[src/rtl/mips_cpu_bus_pkg.sv]
// ---------------------------------------------------------------------------
// mips_cpu_bus_pkg
// Shared types and constants for the MIPS CPU to memory-bus bridge.
//   bus_state_e     : bridge sequencer states (fetch, data access, commit,
//                     timeout error).
//   BYTEENABLE_WORD : byte-enable pattern for a full 32-bit word access.
//   BUS_IDLE_WORD   : value driven on address/writedata when no request.
//   has_data_access : true when the current instruction touches data memory.
// ---------------------------------------------------------------------------
package mips_cpu_bus_pkg;

  typedef enum logic [1:0] {
    ST_FETCH  = 2'd0,
    ST_DATA   = 2'd1,
    ST_COMMIT = 2'd2,
    ST_ERROR  = 2'd3
  } bus_state_e;

  localparam logic [3:0]  BYTEENABLE_WORD = 4'hF;
  localparam logic [3:0]  BYTEENABLE_NONE = 4'h0;
  localparam logic [31:0] BUS_IDLE_WORD   = 32'h0000_0000;

  function automatic logic has_data_access(input logic rd, input logic wr);
    return rd | wr;
  endfunction

endpackage

[src/rtl/mips_cpu_bus_bridge.sv]
// ---------------------------------------------------------------------------
// mips_cpu_bus_bridge
// Sequences a multi-cycle MIPS CPU onto a single shared memory bus: each
// instruction is fetched, then (optionally) one data load/store is made,
// then the CPU is allowed to advance for exactly one cycle.
//
// Parameters
//   TIMEOUT_CYCLES : consecutive waitrequest cycles tolerated before abort
//                    (only meaningful when MIPS_CPU_BUS_BRIDGE_TIMEOUT_EN
//                    is defined).
// Ports
//   clk, reset                : clock, synchronous active-high reset
//   instr_address / _readdata : CPU fetch address / captured instruction
//   data_address, data_read, data_write, data_writedata / data_readdata :
//                               CPU data request / captured load data
//   cpu_clk_enable            : one-cycle strobe letting the CPU advance
//   address, read, write, byteenable, writedata, readdata, waitrequest :
//                               shared memory bus master side
//   bus_error                 : sticky timeout flag (0 unless the timeout
//                               feature is built in)
//
// Build option
//   `define MIPS_CPU_BUS_BRIDGE_TIMEOUT_EN adds the waitrequest watchdog and
//   the reachable ERROR state. Without it the bridge waits indefinitely.
//
// Bus outputs are decoded from the registered state and the (frozen) CPU
// request inputs, so the fetch address tracks the CPU directly once it has
// advanced. They are forced to their idle values whenever reset is high so
// a mid-transaction reset drops the request immediately.
// ---------------------------------------------------------------------------
module mips_cpu_bus_bridge
  import mips_cpu_bus_pkg::*;
#(
  parameter int unsigned TIMEOUT_CYCLES = 256
) (
  input  logic        clk,
  input  logic        reset,
  // CPU instruction side
  input  logic [31:0] instr_address,
  output logic [31:0] instr_readdata,
  // CPU data side
  input  logic [31:0] data_address,
  input  logic        data_read,
  input  logic        data_write,
  input  logic [31:0] data_writedata,
  output logic [31:0] data_readdata,
  // CPU advance strobe
  output logic        cpu_clk_enable,
  // Shared memory bus
  output logic [31:0] address,
  output logic        read,
  output logic        write,
  output logic [3:0]  byteenable,
  output logic [31:0] writedata,
  input  logic [31:0] readdata,
  input  logic        waitrequest,
  // Status
  output logic        bus_error
);

  bus_state_e  state_q, state_d;
  logic [31:0] instr_readdata_q, instr_readdata_d;
  logic [31:0] data_readdata_q, data_readdata_d;
  logic        timeout_hit_s;

  assign instr_readdata = instr_readdata_q;
  assign data_readdata  = data_readdata_q;

`ifdef MIPS_CPU_BUS_BRIDGE_TIMEOUT_EN
  localparam int unsigned    CNT_W    = $clog2(TIMEOUT_CYCLES + 1);
  localparam logic [CNT_W-1:0] CNT_LAST = CNT_W'(TIMEOUT_CYCLES - 1);

  logic [CNT_W-1:0] wait_cnt_q, wait_cnt_d;
  logic             bus_busy_s;

  // Watchdog: count consecutive stalled bus cycles, flag the last allowed one.
  always_comb begin
    bus_busy_s    = 1'b0;
    timeout_hit_s = 1'b0;
    wait_cnt_d    = '0;
    if (state_q == ST_FETCH) begin
      bus_busy_s = 1'b1;
    end else if (state_q == ST_DATA) begin
      bus_busy_s = has_data_access(data_read, data_write);
    end else begin
      bus_busy_s = 1'b0;
    end
    // Any completed or idle cycle restarts the count from zero.
    if (bus_busy_s && waitrequest) begin
      timeout_hit_s = (wait_cnt_q == CNT_LAST);
      wait_cnt_d    = timeout_hit_s ? '0 : wait_cnt_q + CNT_W'(1);
    end else begin
      timeout_hit_s = 1'b0;
      wait_cnt_d    = '0;
    end
  end

  // Watchdog counter register.
  always_ff @(posedge clk) begin
    if (reset) begin
      wait_cnt_q <= '0;
    end else begin
      wait_cnt_q <= wait_cnt_d;
    end
  end

  // ERROR is only left through reset, so the flag is sticky by construction.
  assign bus_error = (state_q == ST_ERROR);
`else
  assign timeout_hit_s = 1'b0;
  assign bus_error     = 1'b0;
`endif

  // Sequencer next-state, capture registers and bus/CPU output decode.
  always_comb begin
    state_d          = state_q;
    instr_readdata_d = instr_readdata_q;
    data_readdata_d  = data_readdata_q;
    address          = BUS_IDLE_WORD;
    writedata        = BUS_IDLE_WORD;
    byteenable       = BYTEENABLE_NONE;
    read             = 1'b0;
    write            = 1'b0;
    cpu_clk_enable   = 1'b0;

    if (reset) begin
      // Registers are reset by the flops; outputs simply stay idle.
      state_d = ST_FETCH;
    end else begin
      case (state_q)
        ST_FETCH: begin
          read       = 1'b1;
          address    = instr_address;
          byteenable = BYTEENABLE_WORD;
          if (!waitrequest) begin
            instr_readdata_d = readdata;
            state_d = has_data_access(data_read, data_write) ? ST_DATA : ST_COMMIT;
          end else begin
            state_d = timeout_hit_s ? ST_ERROR : ST_FETCH;
          end
        end

        ST_DATA: begin
          address    = data_address;
          byteenable = BYTEENABLE_WORD;
          writedata  = data_writedata;
          write      = data_write;
          // A simultaneous read and write request performs the write only.
          read       = data_read & ~data_write;
          if (!has_data_access(data_read, data_write)) begin
            state_d = ST_COMMIT;
          end else if (!waitrequest) begin
            data_readdata_d = data_write ? BUS_IDLE_WORD : readdata;
            state_d         = ST_COMMIT;
          end else begin
            state_d = timeout_hit_s ? ST_ERROR : ST_DATA;
          end
        end

        ST_COMMIT: begin
          cpu_clk_enable = 1'b1;
          state_d        = ST_FETCH;
        end

        ST_ERROR: begin
          state_d = ST_ERROR;
        end

        default: begin
          state_d = ST_FETCH;
        end
      endcase
    end
  end

  // Sequencer state and captured read data registers.
  always_ff @(posedge clk) begin
    if (reset) begin
      state_q          <= ST_FETCH;
      instr_readdata_q <= 32'h0000_0000;
      data_readdata_q  <= 32'h0000_0000;
    end else begin
      state_q          <= state_d;
      instr_readdata_q <= instr_readdata_d;
      data_readdata_q  <= data_readdata_d;
    end
  end

endmodule

[config.mk]
export PLATFORM = sky130hd
export DESIGN_NAME = mips_cpu_bus_bridge
export DESIGN_NICKNAME = d
export VERILOG_FILES = /design/src/rtl/mips_cpu_bus_pkg.sv /design/src/rtl/mips_cpu_bus_bridge.sv
export SDC_FILE = /design/constraint.sdc
export NUM_CORES = 1
export LEC_CHECK = 0
export ABC_CLOCK_PERIOD_IN_PS = 1900
export CORE_ASPECT_RATIO = 1.4
export CORE_MARGIN = 2
export CORE_UTILIZATION = 35
export CTS_CLUSTER_SIZE = 20
export DETAILED_ROUTE_END_ITERATION = 8
export MAX_ROUTING_LAYER = met4
export PLACE_DENSITY_LB_ADDON = 0.2
export SYNTH_ARGS = -nofsm -noshare
export SYNTH_HDL_FRONTEND = slang
export SYNTH_SLANG_ARGS = --single-unit
[constraint.sdc]
create_clock -name clk -period 1.9 [get_ports clk]
set_clock_uncertainty 0.1 [all_clocks]
set_input_delay 0.38 -clock clk [delete_from_list [all_inputs] [get_ports clk]]
set_output_delay 0.38 -clock clk [all_outputs]
set_load 0.02 [all_outputs]
==> results of run 1 <==
## cell usage after synthesis, drive strengths merged
master   instances  share of area (%)
nor2b           32                5.3
dfxtp           66                 35
nand2           65                6.5
a21oi           67                8.9
or3              1               0.17
mux2i           32                8.5
conb             1               0.10
and3            33                5.5
inv              3               0.30
nor3             2               0.40
buf             43                7.3
o31ai           32                 10
clkbuf          15                1.5
nand4           32                5.3
nor2            34                3.6
a311oi           1               0.23
or2              3               0.50
a2bb2oi          1               0.23
nand2b           1               0.17
o21ai            1               0.13
## final timing paths
kind | end | slack [ps] | depth (start not counted)
max | writedata[12] | -50 | 5
max reg2reg | data_readdata[14] | 130 | 7
min reg2reg | instr_readdata[13] | 350 | 2
min | instr_readdata[13] | 350 | 2
## power by group through the flow
stage,clock network (uW),logic [uW],registers (uW)
4_1_cts,1840,1510,1490
2_1_floorplan,0,634,1590
3_5_place_dp,0,1480,1530
5_1_grt,1870,1730,1500
3_3_place_gp,0,1460,1520
6_report,1820,1650,1490
## layout make-up
class | count | area share, %
clock inverters | 3 | 0.573
flip-flops and latches | 66 | 17.9
diodes | 7 | 0.236
repair buffers | 318 | 43.6
well taps | 138 | 2.33
inverters | 3 | 0.253
clock buffers | 13 | 3.93
multi-input cells | 338 | 31.2
## timing repair
item	in CTS	in global routing
cloned	2	4
endpoints found under the setup margin	71	59
pin swaps	2	28
gates resized for setup	364	65
buffers inserted	5	4
## per-layer routing
| metal | GRT usage, % | routed length (um) | vias to the layer above |
|---|---|---|---|
| met5 | - | 0 | - |
| met4 | 8.91 | 448 | 0 |
| met3 | 10.4 | 1740 | 36 |
| met2 | 51.0 | 9370 | 207 |
| met1 | 29.2 | 6350 | 2232 |
| li1 | - | - | 2179 |
## metrics by stage
stage               hold WS (ps)  instance area (um^2)  std cells
floorplan                    416                  3770        465
global placement             343                  6710        849
detailed placement           346                  6710        849
CTS                          353                  7050        872
global route                 368                  7430        886
finish                       353                  7430        886
## cell families after synthesis
family | Yosys count
buffers and inverters | 61
AO/OA/AOI/OAI | 102
multiplexers | 32
AND/OR/NAND/NOR | 203
flip-flops | 66
other | 1
## critical path, stage by stage, from the launching register on
cell and delay [ps]:
sky130_fd_sc_hd__dfxtp_2 320, sky130_fd_sc_hd__or2_4 260, sky130_fd_sc_hd__inv_8 100, sky130_fd_sc_hd__clkbuf_16 150, sky130_fd_sc_hd__and3_4 180, sky130_fd_sc_hd__buf_6 110
## sequential cells by signal, indices dropped and copies added, names as in the netlist
register / cells
data_readdata: 32
instr_readdata: 32
state_q: 2
==> results by stage, run 1 <==
Placed design:
- The pre-CTS setup slack is -400 ps.
- The placer congestion estimate is 0.849.
- Once detailed placement completed, the half-perimeter wirelength came to 12500 um.
- Buffers placed on the I/O ports in this run total 267.

Logic synthesis:
- Synthesis handed over a netlist of 465 instances.
- Summing every instance area after synthesis gives 3770 um^2.
- The adder-cell area share of the yosys netlist is 0%.
- The share of the Yosys chip area taken by registers is 35.1%.
- Yosys mapped the design onto 27 distinct sky130hd cell types.
- The post-synthesis share of cell area spent on and, or, nand and nor gates is 27.4%.
- A synthesized cell averages 8.10 um^2.
- The total number of yosys warnings is 0.
- The area fraction in compound gates after synthesis is 19.9%.
- The flip-flop and latch count after synthesis is 66.
- After synthesis, the share of cell area in mux cells is 8.50%.
- The number of nets handed over by synthesis was 598.
- After Yosys synthesis, XOR and XNOR cells account for 0% of the synthesized area.
- After synthesis, the largest family of logic cells by area is simple AND/OR/NAND/NOR gates.

Global route:
- The total global routing track utilization is 28.7%.
- The number of antenna violations at the first check in global routing is 7.
- The number of global-route vias before repair is 4533.
- The global route total overflow is 0.
- The first global-routing pass estimated 25100 um of wire.
- The pin count of the biggest net entering global routing is 67.

STA:
- Setup violations remaining at the end of the flow were counted as 38.
- At the pin with the least slew margin, the transition time is 705 ps.
- In the finished design, the share of the clock period the worst path needs comes to 103%.
- Setup repair after global routing could not meet its margin everywhere.
- The final-report hold violation count is 0.
- The upper clock frequency limit is 0.513 GHz.
- The setup TNS is -1250 ps.
- The number of max-slew violations in the final report is 0.
- The worst slew margin relative to its limit is 53.0%.
- After layout, the worst setup slack is -51.2 ps.
- The minimum period implied by the final worst setup slack is 1950 ps.

Die:
- The die footprint is 11600 um^2.
- The site row count is 44.
- The starting density of the core is 36.2%.
- In this run the count of I/O pins placed on the die edge is 269.
- The core region is 10400 um^2.
- The die is 91.7 um wide.
- The floorplan step set the die height to 127 um.

Finish:
- The footprint of the multi-input gates is 2320 um^2.
- The library cell used most frequently in the layout, excluding fill and tap cells, is sky130_fd_sc_hd__clkdlybuf4s50_1.
- The fraction of final layout cells sized beyond drive strength 1 is 30.1%.
- After filler insertion, the fill cell instance count of the layout stands at 806.
- The top cell types in the final layout, fill and taps aside, are sky130_fd_sc_hd__clkdlybuf4s50_1 (195), sky130_fd_sc_hd__a21oi_1 (66), sky130_fd_sc_hd__nand2_1 (65), sky130_fd_sc_hd__dfxtp_1 (64), sky130_fd_sc_hd__buf_4 (43).
- Across the whole layout, storage elements account for 1330 um^2.
- The area added between synthesis and finish is 97.1%.
- Measured on the finished design, the core utilization comes to 71.4%.
- In the final design database the tool counted 869 nets.

Outcome:
- The final reports fail on negative setup slack.
- The flow ran to the end, but the final reports show violations.

Routing:
- The via total after detailed routing is 4654.
- The total detailed-routing wirelength is 17900 um.
- The number of remaining DRC errors is 0.
- The count of TritonRoute iterations in the first routing pass is 4.
- The count of nets left with antenna violations once routing finished came out at 0.
- The number of violations reported at the end of detailed-routing iteration 0 is 219.
- The detailed-route vias per instance is 5.25.
- After detailed routing, the average wire length per cell comes to 20.2 um.

Setup path:
- The worst setup path is captured at an output port.
- In this run the worst path has a maximum fanout of 7.
- The start-to-end type of the worst setup path is reg2out.
- In this run the critical register-to-register path is launched from state_q[0].
- The required time at the endpoint of the critical path is 1420 ps.
- The worst setup path is launched from a register.
- The origin of the worst setup path is state_q[1].
- The endpoint arrival time on the critical path is 1470 ps.

Clocking:
- The hold-fix buffer count after cts is 0.
- The clock root buffer master is sky130_fd_sc_hd__clkbuf_16.
- The clock insertion delay at the later pin of the skew report is 330 ps.
- The deepest level of the CTS H-tree is 3.
- Counting every sink on the clock net gives 66.
- TritonCTS built the clock tree.
- The clock passes through at most 2 buffers.
- Clock-pin slew was measured on the worst setup and hold paths at 50 ps.
- Clock tree synthesis inserted a total of 9 buffers.

Power:
- The fraction of power consumed by combinational cells is 33.3%.
- Of the total power, the clock network draws 36.6%.
- The fraction of power spent switching nets is 29.6%.
- For this design the static power due to leakage is 0.00282 uW.
- The net load switching power is 1470 uW.
- Overall power consumption after layout is estimated at 4960 uW.
- The total power density per cell area is 668 nW/um^2.
- IR analysis of the VDD net gives a maximum drop of 0.573 mV.
- Internal power comes to 3490 uW.
- The register share of total power is 30.1%.

Min path:
- The worst hold path class is reg2reg.
- The critical hold path startpoint is instr_readdata[13].

Job:
- The count of maximum capacitance violations is 0.
Power figures use the tool's default switching activity.
==> run 2, diff against run 1 <==
--- a/config.mk
+++ b/config.mk
@@ -5,8 +5,8 @@
 export SDC_FILE = /design/constraint.sdc
 export NUM_CORES = 1
 export LEC_CHECK = 0
-export ABC_CLOCK_PERIOD_IN_PS = 1900
-export CORE_ASPECT_RATIO = 1.4
+export ABC_CLOCK_PERIOD_IN_PS = 2040
+export CORE_ASPECT_RATIO = 1.1
 export CORE_MARGIN = 2
 export CORE_UTILIZATION = 35
 export CTS_CLUSTER_SIZE = 20
==> constraint.sdc (replaced) <==
create_clock -name clk -period 2.04 [get_ports clk]
set_clock_uncertainty 0.1 [all_clocks]
set_input_delay 0.408 -clock clk [delete_from_list [all_inputs] [get_ports clk]]
set_output_delay 0.408 -clock clk [all_outputs]
set_load 0.02 [all_outputs]
==> results by stage, run 2 (synthesis results as in run 1) <==
Outcome:
- The flow ran to the end, and the final reports show no timing, DRC or antenna violations.

Die:
- The starting density of the core came to 36.1% (-0.13 points).
- The number of ports placed on the die boundary is 269 (unchanged).
- The site row count is 39 (-11%).
- The die extent in x is 103 um (+12%).
- The die extent in y is 113 um (-11%).
- The core area was 10400 um^2 (+0.36%).
- The die footprint came to 11600 um^2 (about the same).

Clocking:
- The deepest level of the CTS H-tree is 3 (unchanged).
- The hold-fix buffer count after cts was 0 (unchanged).
- The maximum clock path buffer count is 2 (unchanged).
- The total CTS buffers is 9 (unchanged).
- The clock insertion delay at the later pin of the skew report was 330 ps (about the same).
- The clock sink count is 66 (unchanged).
- The CTS tree is built.
- The tree is rooted in a sky130_fd_sc_hd__clkbuf_16.
- The clock-pin slew on the worst setup and hold paths was 50 ps (about the same).

Global route:
- The first-pass GRT wire length is 23500 um (-6.3%).
- The number of antenna violations at the first check in global routing is 3 (-4).
- The global route total overflow was 0 (unchanged).
- The number of global-route vias before repair is 4421 (-2.5%).
- The total global routing track utilization is 27.0% (-1.7 points).
- The pin count of the biggest net entering global routing is 67 (unchanged).

Routing:
- The post-detailed-route count of antenna-violating nets was 0 (unchanged).
- The detailed-route vias per instance is 5.13 (-2.3%).
- The count of TritonRoute iterations in the first routing pass is 4 (unchanged).
- The number of remaining DRC errors is 0 (unchanged).
- The average wire per cell in the routed design is 18.0 um (-11%).
- The via total after detailed routing was 4531 (-2.6%).
- The total detailed-routing wirelength is 15900 um (-11%).
- The number of violations reported at the end of detailed-routing iteration 0 came to 278 (+27%).

Power:
- The total power of the final layout is 4450 uW (-10%).
- The fraction of power spent switching nets was 29.1% (-0.53 points).
- The leakage power of the design is 0.00275 uW (-2.3%).
- The net load switching power is 1290 uW (-12%).
- The internal cell power is 3150 uW (-9.7%).
- The total power density per cell area is 647 nW/um^2 (-3.1%).
- The peak supply drop was 0.624 mV (+8.9%).
- The fraction of power consumed by combinational cells is 29.9% (-3.4 points).
- The clock network power share came to 38.8% (+2.2 points).
- The register share of total power was 31.3% (+1.2 points).

Setup path:
- The largest driver fanout on the critical path came to 32 (+25).
- The worst-case register-to-register setup slack is 140 ps (about the same).
- The origin of the worst setup path is state_q[1].
- The buffering stage count on the worst path with inverters included is 2 (-1).
- The cell with the largest stage delay on the worst path is sky130_fd_sc_hd__dfxtp_1.
- The signal on the critical path passes through or2_4 > buf_8 > nor2_1 > clkdlybuf4s15_2.
- The start-to-end type of the worst setup path is reg2out.
- The worst register-to-register path begins at state_q[0].
- The depth of the worst register-to-register path was 6 (-1).
- The count of cell instances traversed by the critical path was 4 (-1).
- The destination of the critical timing path is address[25].
- The delay of the slowest cell on the worst path is 310 ps (about the same).
- The required time at the endpoint of the critical path is 1530 ps (+110 ps).
- The cell family contributing the most delay on the critical path is buffers and inverters.
- The worst register-to-register path ends at data_readdata[17].
- The endpoint arrival time on the critical path is 1490 ps (+20 ps).
- The kind of start point of the critical path is a register.
- The type of element capturing the critical path is an output port.

STA:
- The number of max-slew violations in the final report is 0 (unchanged).
- The worst setup margin is 44.5 ps (+95.7 ps).
- The final-report hold violation count came to 0 (unchanged).
- Setup repair after global routing could not meet its margin everywhere.
- The final setup violation count came to 0 (-100%).
- After layout, the worst path uses 97.8% of the clock period.
- The minimum period implied by the final worst setup slack is 2000 ps.
- The upper clock frequency limit is 0.501 GHz.
- The worst slew margin relative to its limit came to 51.9% (-1.1 points).
- The pin slew with the least headroom to its limit is 722 ps (+16.9 ps).

Finish:
- The count of nets after finishing was 865 (-0.46%).
- Leaving out fill and tap cells, the most frequent cell in the layout is sky130_fd_sc_hd__clkdlybuf4s50_1.
- From synthesis to final layout, the design area changed by 82.4%.
- In the layout the commonest cells are sky130_fd_sc_hd__clkdlybuf4s50_1 (195), sky130_fd_sc_hd__a21oi_1 (67), sky130_fd_sc_hd__nand2_1 (65), sky130_fd_sc_hd__dfxtp_1 (65), sky130_fd_sc_hd__buf_4 (50).
- The fraction of final layout cells sized beyond drive strength 1 came to 24.0% (-6.1 points).
- The fill cell total of the finished layout is 906 (+12%).
- The total area of sequential cells is 1330 um^2 (about the same).
- The post-layout instance area is 6870 um^2 (-7.5%).
- The footprint of the multi-input gates is 2160 um^2 (-7.0%).

Placed design:
- The placer congestion estimate is 0.874 (+2.9%).
- The area of placed instances was 6650 um^2 (-0.88%).
- The quantity of I/O buffers inserted on ports came to 267 (unchanged).
- The pre-CTS setup slack is -458 ps (-57.9 ps).
- The detailed placer's ending HPWL is 11800 um (-5.7%).

Job:
- The count of maximum capacitance violations is 0 (unchanged).

Min path:
- The worst hold path belongs to the class reg2reg.
-- run 2: metal layers --
layer  GRT usage [%]  part of all wire, %
met1            28.4                   36
met2            45.9                   51
met3            9.20                  9.5
met4            10.8                  3.4
met5               -                    0
-- run 2: area by class of cell --
type / instances / area share (%)
timing repair buffer: 313 / 41.4
multi-input combinational: 339 / 31.4
sequential: 66 / 19.3
clock buffer: 14 / 4.44
tap: 143 / 2.60
clock inverter: 2 / 0.564
inverter: 3 / 0.200
antenna: 3 / 0.109
-- run 2: power by group through the flow --
stage / clock [uW] / combinational (uW) / sequential [uW]
after floorplan: 0 / 590 / 1480
after global placement: 0 / 1310 / 1420
after detailed placement: 0 / 1340 / 1430
after CTS: 1740 / 1350 / 1390
after global routing: 1790 / 1420 / 1400
final: 1720 / 1330 / 1390
-- run 2: how the worst min path moves through the flow --
stage	cells after the start	end	from
floorplan	2	state_q[0]	state_q[1]
global placement	2	instr_readdata[30]	instr_readdata[30]
detailed placement	2	instr_readdata[12]	instr_readdata[12]
CTS	2	instr_readdata[24]	instr_readdata[24]
global route	2	instr_readdata[24]	instr_readdata[24]
finish	2	instr_readdata[12]	instr_readdata[12]
-- run 2: timing repair --
| item | in CTS | in global routing |
|---|---|---|
| gates resized for setup | 271 | 50 |
| gates cloned | 2 | 0 |
| endpoints found under the setup margin | 94 | 82 |
| pin swaps | 2 | 0 |
| buffers inserted | 4 | 1 |
-- run 2: worst reg2reg max path, cell delays in order, from the launching register on --
cell and delay [ps]:
sky130_fd_sc_hd__dfxtp_4 450, sky130_fd_sc_hd__buf_12 190, sky130_fd_sc_hd__buf_4 350, sky130_fd_sc_hd__inv_2 90, sky130_fd_sc_hd__buf_4 220, sky130_fd_sc_hd__o31ai_2 270, sky130_fd_sc_hd__a21oi_1 90
-- run 2: per-stage QoR --
step	TNS [ps]	instances	util [%]	hold WS, ps
global placement	-30220	857	63.6	343
CTS	-214	879	67.1	354
finish	0	883	65.8	352
global route	-45.7	883	65.8	370
detailed placement	-33130	857	63.6	348
floorplan	0	465	-	420
